File: src/rtl/spgd_dither_seq.sv
`default_nettype none
// +-----------------------------------------------------------------------------+
// | Module      : spgd_dither_seq                                               |
// | Description : Single-channel SPGD loop sequencer. Applies a random-sign DAC |
// |               dither, runs one ADC acquisition per polarity, and steps the  |
// |               base code along the scaled metric difference.                 |
// |               Optional macro ACQ_TIMEOUT_EN adds a sticky timeout on ACQ_x. |
// | Revision    : 1.0 - initial release                                         |
// +-----------------------------------------------------------------------------+
module spgd_dither_seq #(
    parameter int DAC_WIDTH     = 14,
    parameter int METRIC_WIDTH  = 32,
    parameter int SETTLE_WIDTH  = 16,
    parameter int ITER_WIDTH    = 16,
    parameter int TIMEOUT_WIDTH = 20
) (
    input  logic                           ADC_CLK,
    input  logic                           RST_N,
    input  logic                           START,
    input  logic [DAC_WIDTH-1:0]           INIT_CODE,
    input  logic [DAC_WIDTH-1:0]           DITHER_AMP,
    input  logic [SETTLE_WIDTH-1:0]        SETTLE_CYCLES,
    input  logic [4:0]                     STEP_SHIFT,
    output logic                           ACQ_EN,
    input  logic                           ACQ_DONE,
    input  logic signed [METRIC_WIDTH-1:0] METRIC,
    output logic [DAC_WIDTH-1:0]           DAC_CODE,
    output logic [DAC_WIDTH-1:0]           BASE_CODE,
    output logic [ITER_WIDTH-1:0]          ITER_CNT,
    output logic                           BUSY,
    output logic                           ERR
);

    typedef enum logic [2:0] {
        ST_IDLE     = 3'd0,
        ST_SET_A    = 3'd1,
        ST_SETTLE_A = 3'd2,
        ST_ACQ_A    = 3'd3,
        ST_SET_B    = 3'd4,
        ST_SETTLE_B = 3'd5,
        ST_ACQ_B    = 3'd6,
        ST_UPDATE   = 3'd7
    } state_t;

`ifdef ACQ_TIMEOUT_EN
    localparam bit c_tmo_en = 1'b1;
`else
    localparam bit c_tmo_en = 1'b0;
`endif

    localparam logic [DAC_WIDTH-1:0]            c_code_max  = '1;
    localparam logic [TIMEOUT_WIDTH-1:0]        c_tmo_max   = '1;
    localparam logic [15:0]                     c_lfsr_seed = 16'hACE1;
    localparam logic signed [METRIC_WIDTH+1:0]  c_g_max     =
        $signed({{(METRIC_WIDTH+2-DAC_WIDTH){1'b0}}, c_code_max});
    localparam logic signed [METRIC_WIDTH+1:0]  c_g_min     = -c_g_max;

    state_t                          state_q, state_d;
    logic [DAC_WIDTH-1:0]            dac_q, dac_d;
    logic [DAC_WIDTH-1:0]            base_q, base_d;
    logic [ITER_WIDTH-1:0]           iter_q, iter_d;
    logic [SETTLE_WIDTH-1:0]         settle_q, settle_d;
    logic [TIMEOUT_WIDTH-1:0]        tmo_q, tmo_d;
    logic [15:0]                     lfsr_q, lfsr_d;
    logic signed [METRIC_WIDTH-1:0]  ja_q, ja_d, jb_q, jb_d;
    logic                            acq_en_q, acq_en_d;
    logic                            busy_q, busy_d;
    logic                            err_q, err_d;

    logic                            sign;
    logic [DAC_WIDTH:0]              amp_sum;
    logic [DAC_WIDTH-1:0]            code_up, code_dn, code_a, code_b;
    logic [SETTLE_WIDTH-1:0]         settle_load;
    logic signed [METRIC_WIDTH:0]    diff, diff_sh;
    logic signed [METRIC_WIDTH+1:0]  g_ext, g_raw, g_sat, base_sum;
    logic [DAC_WIDTH-1:0]            base_upd;
    logic                            acq_timeout;

    // Dither codes and gradient step, all from registered state
    always_comb begin
        sign        = lfsr_q[0];
        amp_sum     = {1'b0, base_q} + {1'b0, DITHER_AMP};
        code_up     = amp_sum[DAC_WIDTH] ? c_code_max : amp_sum[DAC_WIDTH-1:0];
        code_dn     = (DITHER_AMP > base_q) ? '0 : (base_q - DITHER_AMP);
        code_a      = sign ? code_up : code_dn;
        code_b      = sign ? code_dn : code_up;
        settle_load = (SETTLE_CYCLES == '0) ? SETTLE_WIDTH'(1) : SETTLE_CYCLES;

        diff    = $signed({ja_q[METRIC_WIDTH-1], ja_q}) - $signed({jb_q[METRIC_WIDTH-1], jb_q});
        diff_sh = diff >>> STEP_SHIFT;
        // Extra bit so negating the most negative shifted difference cannot overflow
        g_ext   = $signed({diff_sh[METRIC_WIDTH], diff_sh});
        g_raw   = sign ? g_ext : -g_ext;
        if (g_raw > c_g_max) begin
            g_sat = c_g_max;
        end else if (g_raw < c_g_min) begin
            g_sat = c_g_min;
        end else begin
            g_sat = g_raw;
        end
        base_sum = $signed({{(METRIC_WIDTH+2-DAC_WIDTH){1'b0}}, base_q}) + g_sat;
        if (base_sum < 0) begin
            base_upd = '0;
        end else if (base_sum > c_g_max) begin
            base_upd = c_code_max;
        end else begin
            base_upd = base_sum[DAC_WIDTH-1:0];
        end

        acq_timeout = c_tmo_en && !ACQ_DONE && (tmo_q == c_tmo_max);
    end

    always_comb begin
        state_d  = state_q;
        dac_d    = dac_q;
        base_d   = base_q;
        iter_d   = iter_q;
        settle_d = settle_q;
        tmo_d    = tmo_q;
        lfsr_d   = lfsr_q;
        ja_d     = ja_q;
        jb_d     = jb_q;
        acq_en_d = acq_en_q;
        err_d    = err_q;

        case (state_q)
            ST_IDLE: begin
                if (START) begin
                    base_d  = INIT_CODE;
                    state_d = ST_SET_A;
                end
            end
            ST_SET_A, ST_SET_B: begin
                // Hold off until the previous acquisition has released its done flag
                if (!ACQ_DONE) begin
                    dac_d    = (state_q == ST_SET_A) ? code_a : code_b;
                    settle_d = settle_load;
                    state_d  = (state_q == ST_SET_A) ? ST_SETTLE_A : ST_SETTLE_B;
                end
            end
            ST_SETTLE_A, ST_SETTLE_B: begin
                if (settle_q <= SETTLE_WIDTH'(1)) begin
                    acq_en_d = 1'b1;
                    tmo_d    = '0;
                    state_d  = (state_q == ST_SETTLE_A) ? ST_ACQ_A : ST_ACQ_B;
                end else begin
                    settle_d = settle_q - SETTLE_WIDTH'(1);
                end
            end
            ST_ACQ_A, ST_ACQ_B: begin
                if (ACQ_DONE) begin
                    acq_en_d = 1'b0;
                    if (state_q == ST_ACQ_A) begin
                        ja_d    = METRIC;
                        state_d = ST_SET_B;
                    end else begin
                        jb_d    = METRIC;
                        state_d = ST_UPDATE;
                    end
                end else if (acq_timeout) begin
                    acq_en_d = 1'b0;
                    err_d    = 1'b1;
                    dac_d    = base_q;
                    state_d  = ST_IDLE;
                end else begin
                    tmo_d = tmo_q + TIMEOUT_WIDTH'(1);
                end
            end
            ST_UPDATE: begin
                base_d = base_upd;
                iter_d = iter_q + ITER_WIDTH'(1);
                lfsr_d = {lfsr_q[0] ^ lfsr_q[2] ^ lfsr_q[3] ^ lfsr_q[5], lfsr_q[15:1]};
                if (START) begin
                    state_d = ST_SET_A;
                end else begin
                    dac_d   = base_upd;
                    state_d = ST_IDLE;
                end
            end
            default: state_d = ST_IDLE;
        endcase

        busy_d = (state_d != ST_IDLE);
    end

    always_ff @(posedge ADC_CLK) begin
        if (!RST_N) begin
            state_q  <= ST_IDLE;
            dac_q    <= '0;
            base_q   <= '0;
            iter_q   <= '0;
            settle_q <= '0;
            tmo_q    <= '0;
            lfsr_q   <= c_lfsr_seed;
            ja_q     <= '0;
            jb_q     <= '0;
            acq_en_q <= 1'b0;
            busy_q   <= 1'b0;
            err_q    <= 1'b0;
        end else begin
            state_q  <= state_d;
            dac_q    <= dac_d;
            base_q   <= base_d;
            iter_q   <= iter_d;
            settle_q <= settle_d;
            tmo_q    <= tmo_d;
            lfsr_q   <= lfsr_d;
            ja_q     <= ja_d;
            jb_q     <= jb_d;
            acq_en_q <= acq_en_d;
            busy_q   <= busy_d;
            err_q    <= err_d;
        end
    end

    assign ACQ_EN    = acq_en_q;
    assign DAC_CODE  = dac_q;
    assign BASE_CODE = base_q;
    assign ITER_CNT  = iter_q;
    assign BUSY      = busy_q;
    assign ERR       = err_q;

endmodule
`default_nettype wire

File: config.mk
export PLATFORM = sky130hd
export DESIGN_NAME = spgd_dither_seq
export DESIGN_NICKNAME = d
export VERILOG_FILES = /design/src/rtl/spgd_dither_seq.sv
export SDC_FILE = /design/constraint.sdc
export NUM_CORES = 1
export LEC_CHECK = 0
export BUFFER_PORTS_ARGS = -buffer_cell sky130_fd_sc_hd__buf_2
export CAP_MARGIN = 20
export CORE_MARGIN = 4
export CORE_UTILIZATION = 60
export DETAILED_ROUTE_END_ITERATION = 8
export GPL_TIMING_DRIVEN = 1
export HOLD_SLACK_MARGIN = 0.03
export PLACE_DENSITY = 0.81
export SLEW_MARGIN = 20
export SYNTH_ARGS = -nofsm -noshare
export SYNTH_HDL_FRONTEND = slang
export SYNTH_SLANG_ARGS = --single-unit
File: constraint.sdc
create_clock -name ADC_CLK -period 11.6 [get_ports ADC_CLK]
set_input_delay 0.58 -clock ADC_CLK [delete_from_list [all_inputs] [get_ports ADC_CLK]]
set_output_delay 0.58 -clock ADC_CLK [all_outputs]
set_load 0.05 [all_outputs]
==> impl_metrics.sql, run 1 <==
INSERT INTO impl_metrics (metric_group, metric, value, unit) VALUES
('clock_network', 'cts.htree.levels', '4', ''),
('clock_network', 'clk-insertion-delay-late', '0.43', 'ns'),
('sta', 'setup_total_negative_slack', '0', 'ns'),
('synthesis', 'syn_area', '15880', 'um2'),
('clock_network', 'cts.path.max_buffers', '2', ''),
('drt', 'final_antenna_net_count', '0', ''),
('outcome', 'status', 'finished, final reports clean', ''),
('synthesis', 'mapped_nets', '2428', ''),
('setup_path', 'worst-path-stages', '44', ''),
('clock_network', 'cts_root_buf', 'sky130_fd_sc_hd__clkbuf_16', ''),
('grt', 'grt_use_total', '38.64', '%'),
('floorplan', 'area_inside_the_core_boundary', '26060', 'um2'),
('drt', 'first_iter_violations', '2153', ''),
('clock_network', 'cts_inserted_buffers', '17', ''),
('clock_network', 'clk_transition_reported_paths', '0.07', 'ns'),
('worst_hold_path', 'holdPathStages', '3', ''),
('cells_and_area', 'final_net_count', '2513', ''),
('synthesis', 'synth_area_leaders', 'sky130_fd_sc_hd__dfxtp_1 18%, sky130_fd_sc_hd__nand2_1 8.0%, sky130_fd_sc_hd__ha_1 6.4%', ''),
('placement', 'port-buffer-count', '130', ''),
('setup_path', 'cp_top_family', 'compound AO/OA/AOI/OAI gates', ''),
('drt', 'post-route-drc-count', '0', ''),
('sta', 'max_slew_margin', '32.66', '%'),
('floorplan', 'initial_core_utilization', '60.94', '%'),
('sta', 'worst_pin_slew', '1.010', 'ns'),
('grt', 'antenna_found_initial', '0', ''),
('drt', 'routed-via-count', '18570', ''),
('drt', 'postRouteWirelength', '58520', 'um'),
('cells_and_area', 'fillCellCount', '2257', ''),
('setup_path', 'critical_path_required', '11.87', 'ns'),
('clock_network', 'clock_tree_from_tritoncts', 'yes', ''),
('setup_path', 'setup.worst_path.start_class', 'flop', ''),
('grt', 'globalRouteOverflowTotal', '0', ''),
('cells_and_area', 'post_route_cells_drive_above_1_share', '15.03', '%'),
('synthesis', 'synth-seq-area-share', '18.28', '%'),
('sta', 'final-setup-viol-count', '0', ''),
('setup_path', 'worst_r2r_path_depth', '44', ''),
('synthesis', 'yosys_register_bits', '145', ''),
('cells_and_area', 'area_of_all_sequential_standard_cells', '2903', 'um2'),
('floorplan', 'number_of_rows_created_at_floorplan', '59', ''),
('pwr', 'peakVddDrop', '0.1948', 'mV'),
('floorplan', 'dieWidth', '170.7', 'um'),
('synthesis', 'synth-edff-count', '0', ''),
('clock_network', 'cts_hold_repair.buffers', '0', ''),
('sta', 'unrepaired_setup_endpoints_after_global_routing', 'no', ''),
('sta', 'fmax_achieved', '0.09105', 'GHz'),
('cells_and_area', 'final_design_area_no_fill', '17680', 'um2'),
('placement', 'gp_routability_congestion', '1.099', ''),
('synthesis', 'synth_ff_type', 'sky130_fd_sc_hd__dfxtp_1', ''),
('synthesis', 'synthesis.area_per_instance', '7.033', 'um2'),
('pwr', 'power_density', '171.0', 'nW/um2'),
('clock_network', 'clock_sink_count', '145', ''),
('floorplan', 'io_pins', '132', ''),
('placement', 'place_area', '16880', 'um2'),
('synthesis', 'post-synth-top-count-cell', 'sky130_fd_sc_hd__nand2_1', ''),
('setup_path', 'timing.setup.critical_path_class', 'reg -> reg', ''),
('drt', 'first_pass_iters', '8', ''),
('synthesis', 'yosysTopAreaCell', 'sky130_fd_sc_hd__dfxtp_1', ''),
('sta', 'timing.final.crit_period', '10.98', 'ns'),
('setup_path', 'crit_slowest_cell', 'sky130_fd_sc_hd__a311oi_4', ''),
('cells_and_area', 'num_antenna_cells', '0', ''),
('setup_path', 'worstSetupEndpointType', 'flop', ''),
('placement', 'place_inst', '2652', ''),
('cells_and_area', 'layout-area-overhead-vs-synth', '11.33', '%'),
('setup_path', 'crit_buf_inv', '4', ''),
('worst_hold_path', 'hold_class', 'in -> reg', ''),
('cells_and_area', 'layout.cells.non_filler', '2691', ''),
('grt', 'first_global_vias', '17180', ''),
('synthesis', 'synth_top_area_share', '18.28', '%'),
('sta', 'timing_max_transition_violations_final', '0', ''),
('grt', 'maximum_number_of_pins_on_one_net_before_global_route_repair', '145', ''),
('floorplan', 'floorplan.die_area', '29140', 'um2');
==> metrics by stage <==
stage | power (mW) | setup slack (ns) | hold slack, ns | util (%)
2_1_floorplan | 1.901 | 1.660 | 0.4404 | -
3_3_place_gp | 2.334 | 0.5369 | 0.4471 | 64.79
3_5_place_dp | 2.376 | 0.3069 | 0.4566 | 64.79
4_1_cts | 2.936 | 0.2508 | 0.4045 | 66.99
5_1_grt | 3.195 | 0.03254 | 0.4087 | 67.85
6_report | 3.023 | 0.6170 | 0.4021 | 67.85
==> what timing repair did <==
action,CTS,global route
endpoints found under the setup margin,0,28
resized for setup,0,32
setup buffers,0,7
==> kinds of logic (layout without fill, tap and decap cells) <==
kind of cell / count (synthesis) / count (layout) / synth area share, %
compound gates: 776 / 776 / 34.70
xor+xnor: 86 / 86 / 4.790
fa+ha+maj: 85 / 85 / 6.886
buf+inv: 231 / 329 / 5.877
flops: 145 / 145 / 18.28
mux: 23 / 23 / 1.733
other cells: 1 / 1 / 0.02361
simple gates: 911 / 911 / 27.71
==> sequential cells by signal (all words and copies together), names as in the netlist <==
register,cells
lfsr_q,16
ITER_CNT,16
jb_q,32
state_q,3
BUSY,1
settle_q,16
BASE_CODE,14
ja_q,32
DAC_CODE,14
ACQ_EN,1
==> path summary, 6_finish.rpt <==
kind             start       endpoint
min          METRIC[9]        jb_q[9]
min reg2reg  lfsr_q[8]      lfsr_q[7]
max reg2reg    ja_q[0]  BASE_CODE[13]
max            ja_q[0]  BASE_CODE[13]
==> report_power, final <==
group | total, mW | switching, mW | internal [mW] | leakage, nW
clock | 0.563 | 0.259 | 0.303 | 0.286
combinational | 1.86 | 1.20 | 0.660 | 5.72
sequential | 0.596 | 0.0560 | 0.540 | 1.17
==> cell type report <==
type / instances / area share, %
flip-flops and latches: 145 / 16.42
repair buffers: 203 / 6.815
clock inverters: 15 / 0.8280
inverters: 94 / 1.996
well taps: 335 / 2.371
multi-input cells: 1882 / 69.17
clock buffers: 17 / 2.406
==> layer usage <==
metal	wire length, um	track usage (%)
met5	0	0
met2	26860	63.07
met1	22960	48.72
met3	5356	6.677
met4	3348	20.73
==> placed cells by master (no fill, tap or decap), types with 25 or more instances in the layout <==
cell / Yosys / layout
sky130_fd_sc_hd__nand2_1: 337 / 337
sky130_fd_sc_hd__o211ai_1: 28 / 28
sky130_fd_sc_hd__nand4_1: 33 / 33
sky130_fd_sc_hd__a21boi_0: 77 / 77
sky130_fd_sc_hd__buf_2: 23 / 129
sky130_fd_sc_hd__a211oi_1: 26 / 25
sky130_fd_sc_hd__inv_1: 90 / 90
sky130_fd_sc_hd__nor2_1: 202 / 200
sky130_fd_sc_hd__nor3_1: 66 / 63
sky130_fd_sc_hd__nand3_1: 65 / 65
sky130_fd_sc_hd__a21o_1: 31 / 31
sky130_fd_sc_hd__dfxtp_1: 145 / 145
sky130_fd_sc_hd__o21ai_0: 123 / 123
sky130_fd_sc_hd__buf_4: 4 / 73
sky130_fd_sc_hd__and2_1: 33 / 33
sky130_fd_sc_hd__ha_1: 81 / 80
sky130_fd_sc_hd__a31oi_1: 53 / 52
sky130_fd_sc_hd__a21oi_1: 144 / 143
sky130_fd_sc_hd__xnor2_1: 64 / 63
==> worst min-delay path: stages <==
cell,delay (ns)
sky130_fd_sc_hd__buf_2,0.10
sky130_fd_sc_hd__nand2_1,0.04
sky130_fd_sc_hd__a21boi_0,0.06
Power figures use the tool's default switching activity.
==> inputs of run 2 (changes only) <==
CELL_PAD_IN_SITES_DETAIL_PLACEMENT = 1   (was not set)
CELL_PAD_IN_SITES_GLOBAL_PLACEMENT = 2   (was not set)
CORE_UTILIZATION = 35   (was 60)
PLACE_DENSITY = 0.82   (was 0.81)
==> run 2 against run 1 <==
Clock power grew 3.7%. Total power rose by 1.9%. Combinational power increased by 2%. Maximum frequency rose by 0.38%. Clock skew is 0.0031 ns higher. Register-to-register slack better by 0.04 ns. Utilization shrank 27 points. Global-route usage is 12 points lower. Clock-buffer cell count unchanged. Critical path depth up 1. Final area grew 2.0%. Largest power group unchanged.
==> impl_metrics.sql, run 2 (same netlist as run 1, synthesis figures left out) <==
INSERT INTO impl_metrics (metric_group, metric, value, unit) VALUES
('clock_network', 'cts.path.max_buffers', '2', ''),
('job', 'max-cap-violations', '0', ''),
('sta', 'final-setup-viol-count', '0', ''),
('floorplan', 'area_inside_the_core_boundary', '44510', 'um2'),
('sta', 'final_critical_path_setup_slack', '0.6589', 'ns'),
('placement', 'place_area', '17250', 'um2'),
('setup_path', 'worstSetupEndpointType', 'flop', ''),
('sta', 'timing.final.crit_period', '10.94', 'ns'),
('placement', 'place_ws', '0.3232', 'ns'),
('drt', 'postRouteWirelength', '67520', 'um'),
('pwr', 'comb_power_share', '61.7', '%'),
('pwr', 'peakVddDrop', '0.1239', 'mV'),
('cells_and_area', 'layout-area-overhead-vs-synth', '13.57', '%'),
('setup_path', 'worst_ep_arrival_time', '11.23', 'ns'),
('placement', 'gp_routability_congestion', '1.008', ''),
('grt', 'antenna_found_initial', '1', ''),
('clock_network', 'clk_transition_reported_paths', '0.07', 'ns'),
('drt', 'post-route-drc-count', '0', ''),
('setup_path', 'crit_path_max_fanout', '14', ''),
('grt', 'first_global_vias', '18530', ''),
('clock_network', 'cts_inserted_buffers', '17', ''),
('floorplan', 'io_pins', '132', ''),
('worst_hold_path', 'hold_class', 'in -> reg', ''),
('pwr', 'share_clk_of_total_power', '19.0', '%'),
('grt', 'grt_use_total', '26.83', '%'),
('drt', 'first_iter_violations', '1585', ''),
('cells_and_area', 'fillCellCount', '5712', ''),
('floorplan', 'die_height', '221.0', 'um'),
('grt', 'grt_pass1_wl', '107300', 'um'),
('sta', 'timing_max_transition_violations_final', '0', ''),
('sta', 'worst_pin_slew', '1.038', 'ns'),
('cells_and_area', 'reg_top3', 'ja_q x32, jb_q x32', ''),
('drt', 'drt-wirelength-per-cell', '22.89', 'um'),
('floorplan', 'number_of_rows_created_at_floorplan', '77', ''),
('sta', 'max_slew_margin', '30.45', '%'),
('sta', 'final_hold_viol_count', '0', ''),
('setup_path', 'timing.critical_path.slowest_cell_delay', '0.60', 'ns'),
('drt', 'routed-via-count', '18100', ''),
('clock_network', 'cts.htree.levels', '4', ''),
('setup_path', 'crit_slowest_cell', 'sky130_fd_sc_hd__or4b_4', ''),
('placement', 'dp.final_hpwl', '53070', 'um'),
('floorplan', 'floorplan.die_area', '48850', 'um2'),
('drt', 'first_pass_iters', '5', ''),
('sta', 'fmax_achieved', '0.09140', 'GHz'),
('sta', 'layout_worst_path_cycle_share', '94.32', '%'),
('cells_and_area', 'post_route_cells_drive_above_1_share', '14.97', '%'),
('grt', 'maximum_number_of_pins_on_one_net_before_global_route_repair', '116', ''),
('clock_network', 'cts_root_buf', 'sky130_fd_sc_hd__clkbuf_16', ''),
('setup_path', 'worst_r2r_path_depth', '45', ''),
('drt', 'vias_per_cell', '6.137', ''),
('pwr', 'power.static_leakage', '7.204', 'nW'),
('floorplan', 'initial_core_utilization', '35.68', '%'),
('sta', 'finClkSkew', '0.02307', 'ns'),
('cells_and_area', 'num_antenna_cells', '0', ''),
('cells_and_area', 'layout_commonest_cell', 'sky130_fd_sc_hd__nand2_1', ''),
('pwr', 'power.switching_fraction', '50.20', '%'),
('grt', 'globalRouteOverflowTotal', '0', ''),
('drt', 'final_antenna_net_count', '0', ''),
('cells_and_area', 'final_design_area_no_fill', '18040', 'um2'),
('clock_network', 'clock_tree_from_tritoncts', 'yes', ''),
('setup_path', 'setup.worst_path.start_class', 'flop', ''),
('setup_path', 'critical_path_required', '11.89', 'ns'),
('clock_network', 'clock_sink_count', '145', ''),
('floorplan', 'dieWidth', '221.0', 'um'),
('cells_and_area', 'most-common-layout-cells', '337 x sky130_fd_sc_hd__nand2_1, 199 x sky130_fd_sc_hd__nor2_1, 145 x sky130_fd_sc_hd__dfxtp_1', ''),
('cells_and_area', 'area_of_all_sequential_standard_cells', '2903', 'um2'),
('outcome', 'status', 'finished, final reports clean', ''),
('worst_hold_path', 'holdPathStages', '3', ''),
('cells_and_area', 'multi_input_comb_area', '12210', 'um2'),
('clock_network', 'clk-insertion-delay-late', '0.47', 'ns'),
('pwr', 'power_density', '170.8', 'nW/um2'),
('pwr', 'power.switching', '1.547', 'mW'),
('sta', 'setup_total_negative_slack', '0', 'ns'),
('pwr', 'p_int', '1.535', 'mW'),
('cells_and_area', 'final_net_count', '2515', ''),
('pwr', 'seq_power_share', '19.3', '%'),
('placement', 'port-buffer-count', '130', ''),
('setup_path', 'timing.setup.critical_path_class', 'reg -> reg', '');
==> run 2: changes by cell type in the layout (fill, tap and decap cells not counted), sizes merged <==
cell / delta
buf: +2
clkinvlp: -1
bufinv: +1
==> run 2: final timing paths <==
| path | from | end | slack, ns |
|---|---|---|---|
| worst max register to register | ja_q[0] | BASE_CODE[6] | 0.66 |
| worst min register to register | jb_q[16] | jb_q[16] | 0.46 |
| worst max-delay path | ja_q[0] | BASE_CODE[6] | 0.66 |
| worst min-delay path | METRIC[7] | ja_q[7] | 0.37 |
==> run 2: per-layer routing <==
| layer | part of all wire (%) | track usage (%) |
|---|---|---|
| met2 | 46 | 43.63 |
| met1 | 45 | 36.06 |
| met3 | 4.9 | 4.042 |
| met5 | 0.019 | 0 |
| met4 | 3.7 | 10.07 |
==> run 2: per-stage QoR <==
stage	power, mW	hold WS, ns	instances	utilization, %
6_report	3.081	0.3653	2950	40.52
3_5_place_dp	2.445	0.4573	2914	38.75
4_1_cts	3.050	0.3282	2946	40.13
5_1_grt	3.300	0.3556	2950	40.52
2_1_floorplan	1.901	0.4404	2258	-
3_3_place_gp	2.409	0.4514	2914	38.74
==> run 2: layout make-up <==
class / count / share of cell area (%)
multi-input cells: 1882 / 67.70
flip-flops and latches: 145 / 16.09
repair buffers: 205 / 6.743
well taps: 592 / 4.107
clock buffers: 17 / 2.359
inverters: 94 / 1.956
clock inverters: 15 / 1.041
==> run 2: critical path: cells and delay by family, from the launching register on <==
kind | cells | cell delay, ns
buf+inv | 5 | 0.79
xor+xnor | 1 | 0.16
fa+ha+maj | 5 | 1.57
compound gates | 18 | 4.06
flops | 1 | 0.33
mux | 1 | 0.28
simple gates | 15 | 3.57
==> run 2: what timing repair did <==
item / in CTS / in global routing
hold endpoints to repair: 0 / 0
setup endpoints to repair: 0 / 28
resized for setup: 0 / 29
buffers inserted: 0 / 4
hold buffers: 0 / 0
==> run 2: power groups by stage <==
stage | sequential [mW] | combinational, mW | clock [mW]
finish | 0.595 | 1.90 | 0.584
global route | 0.602 | 2.08 | 0.622
CTS | 0.595 | 1.85 | 0.605
detailed placement | 0.606 | 1.84 | 0
global placement | 0.604 | 1.80 | 0
floorplan | 0.658 | 1.24 | 0
